**src/rtl/period_meter_pkg.sv**
```systemverilog
// Shared types and default timing constants for the period meter.
// The defaults assume a 50 MHz clk_in and a 50 Hz .. 2 kHz pitch range.
package period_meter_pkg;

  typedef enum logic {
    IDLE    = 1'b0,
    MEASURE = 1'b1
  } state_t;

  localparam int DEFAULT_WIDTH      = 20;
  localparam int DEFAULT_MIN_PERIOD = 25000;
  localparam int DEFAULT_MAX_PERIOD = 1000000;
  localparam int DEFAULT_AVG_LOG2   = 2;

endpackage

```
**src/rtl/period_meter_edge_sync.sv**
```systemverilog
// Two-flop synchronizer for the asynchronous pitch input plus rising-edge detect.
// Everything clears to 0 on reset, so the detector starts from a known low level.
module edge_sync (
  input  logic clk_in,
  input  logic rst,
  input  logic d_async,
  output logic rise
);

  logic meta;
  logic synced;
  logic prev;

  always_ff @(posedge clk_in) begin
    if (rst) begin
      meta   <= 1'b0;
      synced <= 1'b0;
      prev   <= 1'b0;
    end else begin
      meta   <= d_async;
      synced <= meta;
      prev   <= synced;
    end
  end

  assign rise = synced & ~prev;

endmodule

```
**src/rtl/period_meter.sv**
```systemverilog
// Measures the period of a slow square wave in clk_in cycles, averaging
// 2^AVG_LOG2 periods per result, rejecting glitch edges and flagging loss of signal.
module period_meter
  import period_meter_pkg::*;
#(
  parameter int WIDTH      = DEFAULT_WIDTH,
  parameter int MIN_PERIOD = DEFAULT_MIN_PERIOD,
  parameter int MAX_PERIOD = DEFAULT_MAX_PERIOD,
  parameter int AVG_LOG2   = DEFAULT_AVG_LOG2
) (
  input  logic             clk_in,
  input  logic             rst,
  input  logic             sig_in,
  output logic [WIDTH-1:0] period,
  output logic             period_valid,
  output logic             no_signal
);

  localparam int ACC_W = WIDTH + AVG_LOG2;
  localparam int CNT_W = AVG_LOG2 + 1;
  localparam logic [WIDTH-1:0] MIN_P = WIDTH'(MIN_PERIOD);
  localparam logic [WIDTH-1:0] MAX_P = WIDTH'(MAX_PERIOD);
  localparam logic [CNT_W-1:0] AVG_N = CNT_W'(1 << AVG_LOG2);

  state_t             state;
  state_t             next_state;
  logic               rise;
  logic               timeout;
  logic               start;
  logic               accept;
  logic [WIDTH-1:0]   counter;
  logic [WIDTH-1:0]   counter_next;
  logic [ACC_W-1:0]   acc;
  logic [ACC_W-1:0]   acc_next;
  logic [ACC_W-1:0]   acc_sum;
  logic [CNT_W-1:0]   avg_cnt;
  logic [CNT_W-1:0]   avg_next;
  logic [WIDTH-1:0]   period_next;
  logic               valid_next;
  logic               no_signal_next;

  edge_sync u_edge_sync (
    .clk_in  (clk_in),
    .rst     (rst),
    .d_async (sig_in),
    .rise    (rise)
  );

  // A timeout outranks a coincident rise; that rise then restarts measurement.
  assign timeout = (state == MEASURE) && (counter == MAX_P);
  assign start   = rise && ((state == IDLE) || timeout);
  assign accept  = (state == MEASURE) && rise && !timeout && (counter >= MIN_P);
  assign acc_sum = acc + ACC_W'(counter);

  always_ff @(posedge clk_in) begin
    if (rst) begin
      state <= IDLE;
    end else begin
      state <= next_state;
    end
  end

  always_comb begin
    next_state = state;
    case (state)
      IDLE: begin
        if (rise) begin
          next_state = MEASURE;
        end
      end
      MEASURE: begin
        if (timeout) begin
          next_state = start ? MEASURE : IDLE;
        end
      end
      default: next_state = IDLE;
    endcase
  end

  always_comb begin
    counter_next   = (counter == MAX_P) ? MAX_P : counter + WIDTH'(1);
    acc_next       = acc;
    avg_next       = avg_cnt;
    period_next    = period;
    valid_next     = 1'b0;
    no_signal_next = no_signal;

    if (start || accept) begin
      counter_next = WIDTH'(1);
    end

    if (timeout) begin
      period_next    = '0;
      no_signal_next = 1'b1;
      acc_next       = '0;
      avg_next       = '0;
    end else if (start) begin
      acc_next = '0;
      avg_next = '0;
    end else if (accept) begin
      if (avg_cnt + CNT_W'(1) == AVG_N) begin
        period_next    = WIDTH'(acc_sum >> AVG_LOG2);
        valid_next     = 1'b1;
        no_signal_next = 1'b0;
        acc_next       = '0;
        avg_next       = '0;
      end else begin
        acc_next = acc_sum;
        avg_next = avg_cnt + CNT_W'(1);
      end
    end
  end

  always_ff @(posedge clk_in) begin
    if (rst) begin
      counter      <= '0;
      acc          <= '0;
      avg_cnt      <= '0;
      period       <= '0;
      period_valid <= 1'b0;
      no_signal    <= 1'b1;
    end else begin
      counter      <= counter_next;
      acc          <= acc_next;
      avg_cnt      <= avg_next;
      period       <= period_next;
      period_valid <= valid_next;
      no_signal    <= no_signal_next;
    end
  end

  strobe_single_cycle: assert property (
    @(posedge clk_in) disable iff (rst) period_valid |=> !period_valid
  );

endmodule

```
**config.mk**
```make
export PLATFORM = sky130hd
export DESIGN_NAME = period_meter
export DESIGN_NICKNAME = d
export VERILOG_FILES = /design/src/rtl/period_meter_pkg.sv /design/src/rtl/period_meter_edge_sync.sv /design/src/rtl/period_meter.sv
export SDC_FILE = /design/constraint.sdc
export NUM_CORES = 1
export LEC_CHECK = 0
export BUFFER_PORTS_ARGS = -buffer_cell sky130_fd_sc_hd__buf_2
export CORE_ASPECT_RATIO = 1.5
export CORE_MARGIN = 5
export CORE_UTILIZATION = 35
export CTS_CLUSTER_DIAMETER = 120
export DETAILED_ROUTE_END_ITERATION = 12
export SYNTH_ARGS = -nofsm -noshare
export SYNTH_HDL_FRONTEND = slang
export SYNTH_SLANG_ARGS = --single-unit
```
**constraint.sdc**
```tcl
create_clock -name clk_in -period 3.1 [get_ports clk_in]
set_input_delay 0.62 -clock clk_in [delete_from_list [all_inputs] [get_ports clk_in]]
set_output_delay 0.62 -clock clk_in [all_outputs]
set_load 0.01 [all_outputs]
```
* Word-level counts from Yosys, hierarchy flattened *
Cells that the tools add are included.

word-level totals
  flip-flop bits (word level) = 71
  input port bits = 3
  output and inout bits = 22
  logic and storage cells = 46

cells by class
  $add $sub $neg = 3
  $lt $le $gt $ge = 1
  eq/ne operators = 2
  muxes and demuxes = 9
  bitwise logic cells = 5
  reduce and logical (&&, ||, !) cells = 14

operator list
  cell                   number
  $add 22x20->22         1
  $mux 22                1
  $add 20x1->20 const B  1
  $eq 20x20->1 const B   1
  $ge 20x15->1 const B   1
  $mux 20                1
  $reduce_or 3->1        2
  $logic_and 1x1->1      5
  $mux 1                 5
  $not 1->1              4
  $reduce_or 2->1        2
  $reduce_or 4->1        1
  $add 3x1->3 const B    1
  $eq 3x3->1 const B     1
  $mux 3                 1
  $reduce_and 3->1       1
  $logic_or 1x1->1       2
  $pmux 1 s2             1
  $and 1x1->1            1
  $logic_not 1->1        1

* Depth between registers and ports, before layout *
  depth after elaboration = 7
  mapped depth = 11
  mapped depth without buffers = 10

* Hierarchy *
From an unflattened synthesis, not the netlist that was laid out.

second synthesis, totals
  cell total of the unflattened synthesis = 478
  area total of the unflattened synthesis = 3,936.3 µm²

by module, submodules not included
  module        instances  cells an instance  area an instance (µm²)  sequential area each (µm²)
  period_meter  1          471                3,848.7                 1,361.3
  edge_sync     1          7                  87.6                    60.1

* Worst setup path before layout *
OpenSTA, ideal clock, no wires.

  path type = reg2reg
  start = reg counter[0]
  end = reg acc[18]
  library setup time = 0.117 ns
  arrival time = 2.565 ns
  required time = 2.983 ns
  setup slack = 0.418 ns
  stages on the path, launching flop included = 11
  cells stage by stage = dfxtp_1 > ha_1 > fa_1 > a21o_1 > a21oi_1 > o21ai_1 > a221oi_1 > o31a_1 > o21ai_1 > xnor2_1 > a22o_1

between the ends
  word-level cells in the longest chain between the ends = 5
  elaborated cells on any way between the ends = 11
  those cells by class = add/sub: 1; order compare: 1; eq/ne: 1; mux: 1; reduce/logical: 7

ends and longest elaborated chain
  item                                                                    RTL line             RTL
  start, declared                                                         period_meter.sv:31   logic [WIDTH-1:0] counter;
  start signal, assigned                                                  period_meter.sv:123  counter <= counter_next;
  parallel branches: the longest is 5 deep, another holds $add 22x20->22  --
  end signal, assigned                                                    period_meter.sv:124  acc <= acc_next;
  end, declared                                                           period_meter.sv:33   logic [ACC_W-1:0] acc;

Several ways; the timed one is not identified.
A chain may end at the register's enable or synchronous reset.

* Final worst setup path *
Same ends and word-level chain as after synthesis.

==> flow_metrics.py <==
metrics = {
    "run_status": {
        "outcome": "completed",
    },
    "global_routing": {
        "grt_max_degree": 30,
        "antenna_found_initial": 0,
        "grt-ovfl-total": 0,
        "grt_pass1_vias": 3149,
        "grt_use_total_pct": 14.8,
        "grt_pass1_wl_mm": 14.9,
    },
    "yosys": {
        "ys_seq_area_share_pct": 37.8,
        "synth_area_um2": 3760,
        "synth-seq-cells": 71,
        "synth_fp_nets": 484,
        "ys.flop_type": "dfxtp_1",
        "synth_cells": 455,
        "ys_warn_count": 0,
        "synth_cell_type_count": 51,
        "avgSynthCellArea_um2": 8.26,
        "synth_edf_count": 0,
        "synthArstFlopShare_pct": 0,
    },
    "drt": {
        "wire_per_inst_um": 14.5,
        "avgViaCountPerCell": 5.14,
        "drc_errors": 0,
        "firstDrtPassIters": 4,
        "wl_mm": 9.14,
        "drtAntennaViolNets": 0,
        "drtIter0Drc": 170,
        "dr_total_vias": 3241,
    },
    "worst_setup_path": {
        "arrival_ns": 3.02,
        "cp-startpoint": "counter[0]$_SDFF_PP0_",
        "critPathLaunchType": "register",
        "required_ns": 3.33,
        "reg2reg_from": "counter[0]$_SDFF_PP0_",
        "crit_type": "register to register",
        "worstSetupEndpointType": "register",
        "cp_max_fo": 4,
    },
    "timing": {
        "grt_setup_unrepaired": "no",
        "setup_viol": 0,
        "min_period_ns": 2.79,
        "hold_violations": 0,
        "setup_tns_ns": 0,
        "slew_viol_final": 0,
        "worst_slack_ns": 0.308,
        "max_clock_freq_mhz": 358,
        "relSlewSlack_pct": 38.9,
        "tightest_slew_ns": 0.916,
        "clock_skew_ns": 0.00581,
        "period_share_pct": 90.1,
    },
    "floorplan": {
        "io_pins": 25,
        "core_um2": 10500,
        "dieWidth_um": 94.6,
        "die_area_um2": 13000,
        "row_count": 46,
        "fp.dieH_um": 137,
        "initial_core_util_pct": 35.7,
    },
    "clocking": {
        "clockBufferDepth": 2,
        "cts.sinks": 71,
        "cts_buffers": 9,
        "ctsRootBufferMaster": "clkbuf_16",
        "cts_tree": "yes",
        "clkTransAtPathRegs_ns": 0.06,
        "postCtsHoldBufs": 0,
        "cts_resized": 0,
        "htreeDepth": 3,
        "cts_setup_buffers": 0,
        "clk-insertion-delay-late_ns": 0.33,
    },
    "pwr": {
        "swShare_pct": 22.7,
        "p_leak_nw": 1.78,
        "sequentialPowerShare_pct": 47.7,
        "pwr-share-clk_pct": 49.7,
        "peakVddDrop_uv": 214,
        "p_total_mw": 1.94,
        "p_sw_mw": 0.441,
        "power_density_nw_per_um2": 449,
        "power.internal_mw": 1.50,
        "comb_power_share_pct": 2.6,
    },
    "job": {
        "cap_viol_max_count": 0,
    },
    "finish": {
        "multi_input_area_um2": 2200,
        "fill_cells": 1089,
        "regArea_um2": 1420,
        "layout_common_cells": "dfxtp_1, nor2_1, nand2_1",
        "nets": 511,
        "n_antenna_cell": 0,
        "finish.utilization_pct": 41.0,
        "syn_to_final_growth_pct": 14.9,
        "final_common_cell": "dfxtp_1",
        "drive_gt1_share_pct": 11.7,
    },
    "hold_path": {
        "worstHoldStart": "no_signal$_SDFFE_PP1P_",
        "hp-class": "register to register",
    },
    "placed_design": {
        "numPortBuffers": 24,
        "place.gp.congestion": 0.888,
        "dp_hpwl_mm": 6.92,
        "dp_slack_ns": 0.332,
    },
}
==> cells in the mapped netlist, drive strengths merged (2+ instances only) <==
cell / number / share of area (%)
a211oi: 4 / 0.80
a21o: 7 / 1.4
a21oi: 50 / 6.8
a22o: 4 / 0.93
a22oi: 6 / 1.2
a31oi: 5 / 0.83
and3: 5 / 0.83
and4: 6 / 1.4
buf: 12 / 2.2
clkbuf: 6 / 0.60
dfxtp: 71 / 38
ha: 25 / 8.3
inv: 11 / 1.1
mux2i: 5 / 1.3
nand2: 54 / 5.5
nand2b: 3 / 0.50
nand3: 17 / 2.3
nand4: 5 / 0.83
nor2: 65 / 6.5
nor2b: 4 / 0.67
nor3: 14 / 1.9
nor3b: 2 / 0.40
nor4: 2 / 0.50
nor4b: 2 / 0.47
o21a: 2 / 0.40
o21ai: 11 / 1.5
o31ai: 2 / 0.40
or2: 3 / 0.57
or4: 2 / 0.40
xnor2: 19 / 4.4
xor2: 18 / 4.2
==> worst max-delay path: stages (launching register included) <==
cell,delay [ns]
dfxtp_1,0.31
ha_1,0.22
fa_1,0.40
a21o_1,0.20
a21oi_1,0.25
o21ai_1,0.12
a221oi_1,0.28
buf_4,0.18
o31a_1,0.23
o21ai_1,0.16
xnor2_1,0.15
a22o_1,0.20
==> registers in the layout, summed over array words and instances, names as in the netlist <==
signal,count
u_edge_sync.meta,1
u_edge_sync.prev,1
counter,20
period,20
period_valid,1
no_signal,1
state,1
u_edge_sync.synced,1
avg_cnt,3
acc,22
==> metrics by stage <==
step | cells | area (um^2) | hold WS, ns
finish | 631 | 4320 | 0.447
global route | 631 | 4320 | 0.464
CTS | 631 | 4320 | 0.451
detailed placement | 615 | 4030 | 0.439
global placement | 615 | 4030 | 0.429
floorplan | 455 | 3760 | 0.414
==> power groups by stage <==
stage	Sequential, mW	Clock [mW]	Combinational [mW]
3_3_place_gp	0.944	0	0.0496
4_1_cts	0.924	0.988	0.0518
2_1_floorplan	0.944	0	0.0330
5_1_grt	0.925	1.03	0.0573
6_report	0.924	0.964	0.0510
3_5_place_dp	0.944	0	0.0514
==> logic make-up (layout without fill, tap and decap cells) <==
logic type	count (synthesis)	after routing	share of synthesized area (%)
muxes	5	5	1.33
buffers and inverters	29	61	3.86
and+or+nand+nor	188	188	23.5
DFF	71	71	37.8
adders and majority gates	26	26	8.85
xor gates and xnor gates	37	37	8.62
AOI/OAI and AO/OA	99	99	16.0
==> worst paths after layout <==
| kind | to | slack, ns | depth (start not counted) |
|---|---|---|---|
| hold reg to reg | no_signal$_SDFFE_PP1P_ | 0.45 | 2 |
| setup reg to reg | acc[18]$_SDFFE_PP0P_ | 0.31 | 11 |
| hold / removal | no_signal$_SDFFE_PP1P_ | 0.45 | 2 |
| setup / recovery | acc[18]$_SDFFE_PP0P_ | 0.31 | 11 |
==> layout make-up <==
type / instances / area share [%]
Multi-Input combinational cell: 355 / 50.9
Sequential cell: 71 / 32.9
Clock buffer: 10 / 5.53
Timing Repair Buffer: 34 / 4.52
Tap cell: 144 / 4.17
Clock inverter: 6 / 1.04
Inverter: 11 / 0.956
==> routing by layer <==
| metal | wire (um) | part of all wire [%] | track usage (%) |
|---|---|---|---|
| met5 | 0 | 0 | 0 |
| met4 | 300 | 3.3 | 8.19 |
| met3 | 284 | 3.1 | 2.81 |
| met2 | 4890 | 53 | 27.3 |
| met1 | 3670 | 40 | 15.4 |
(Power assumes the default switching activity.)
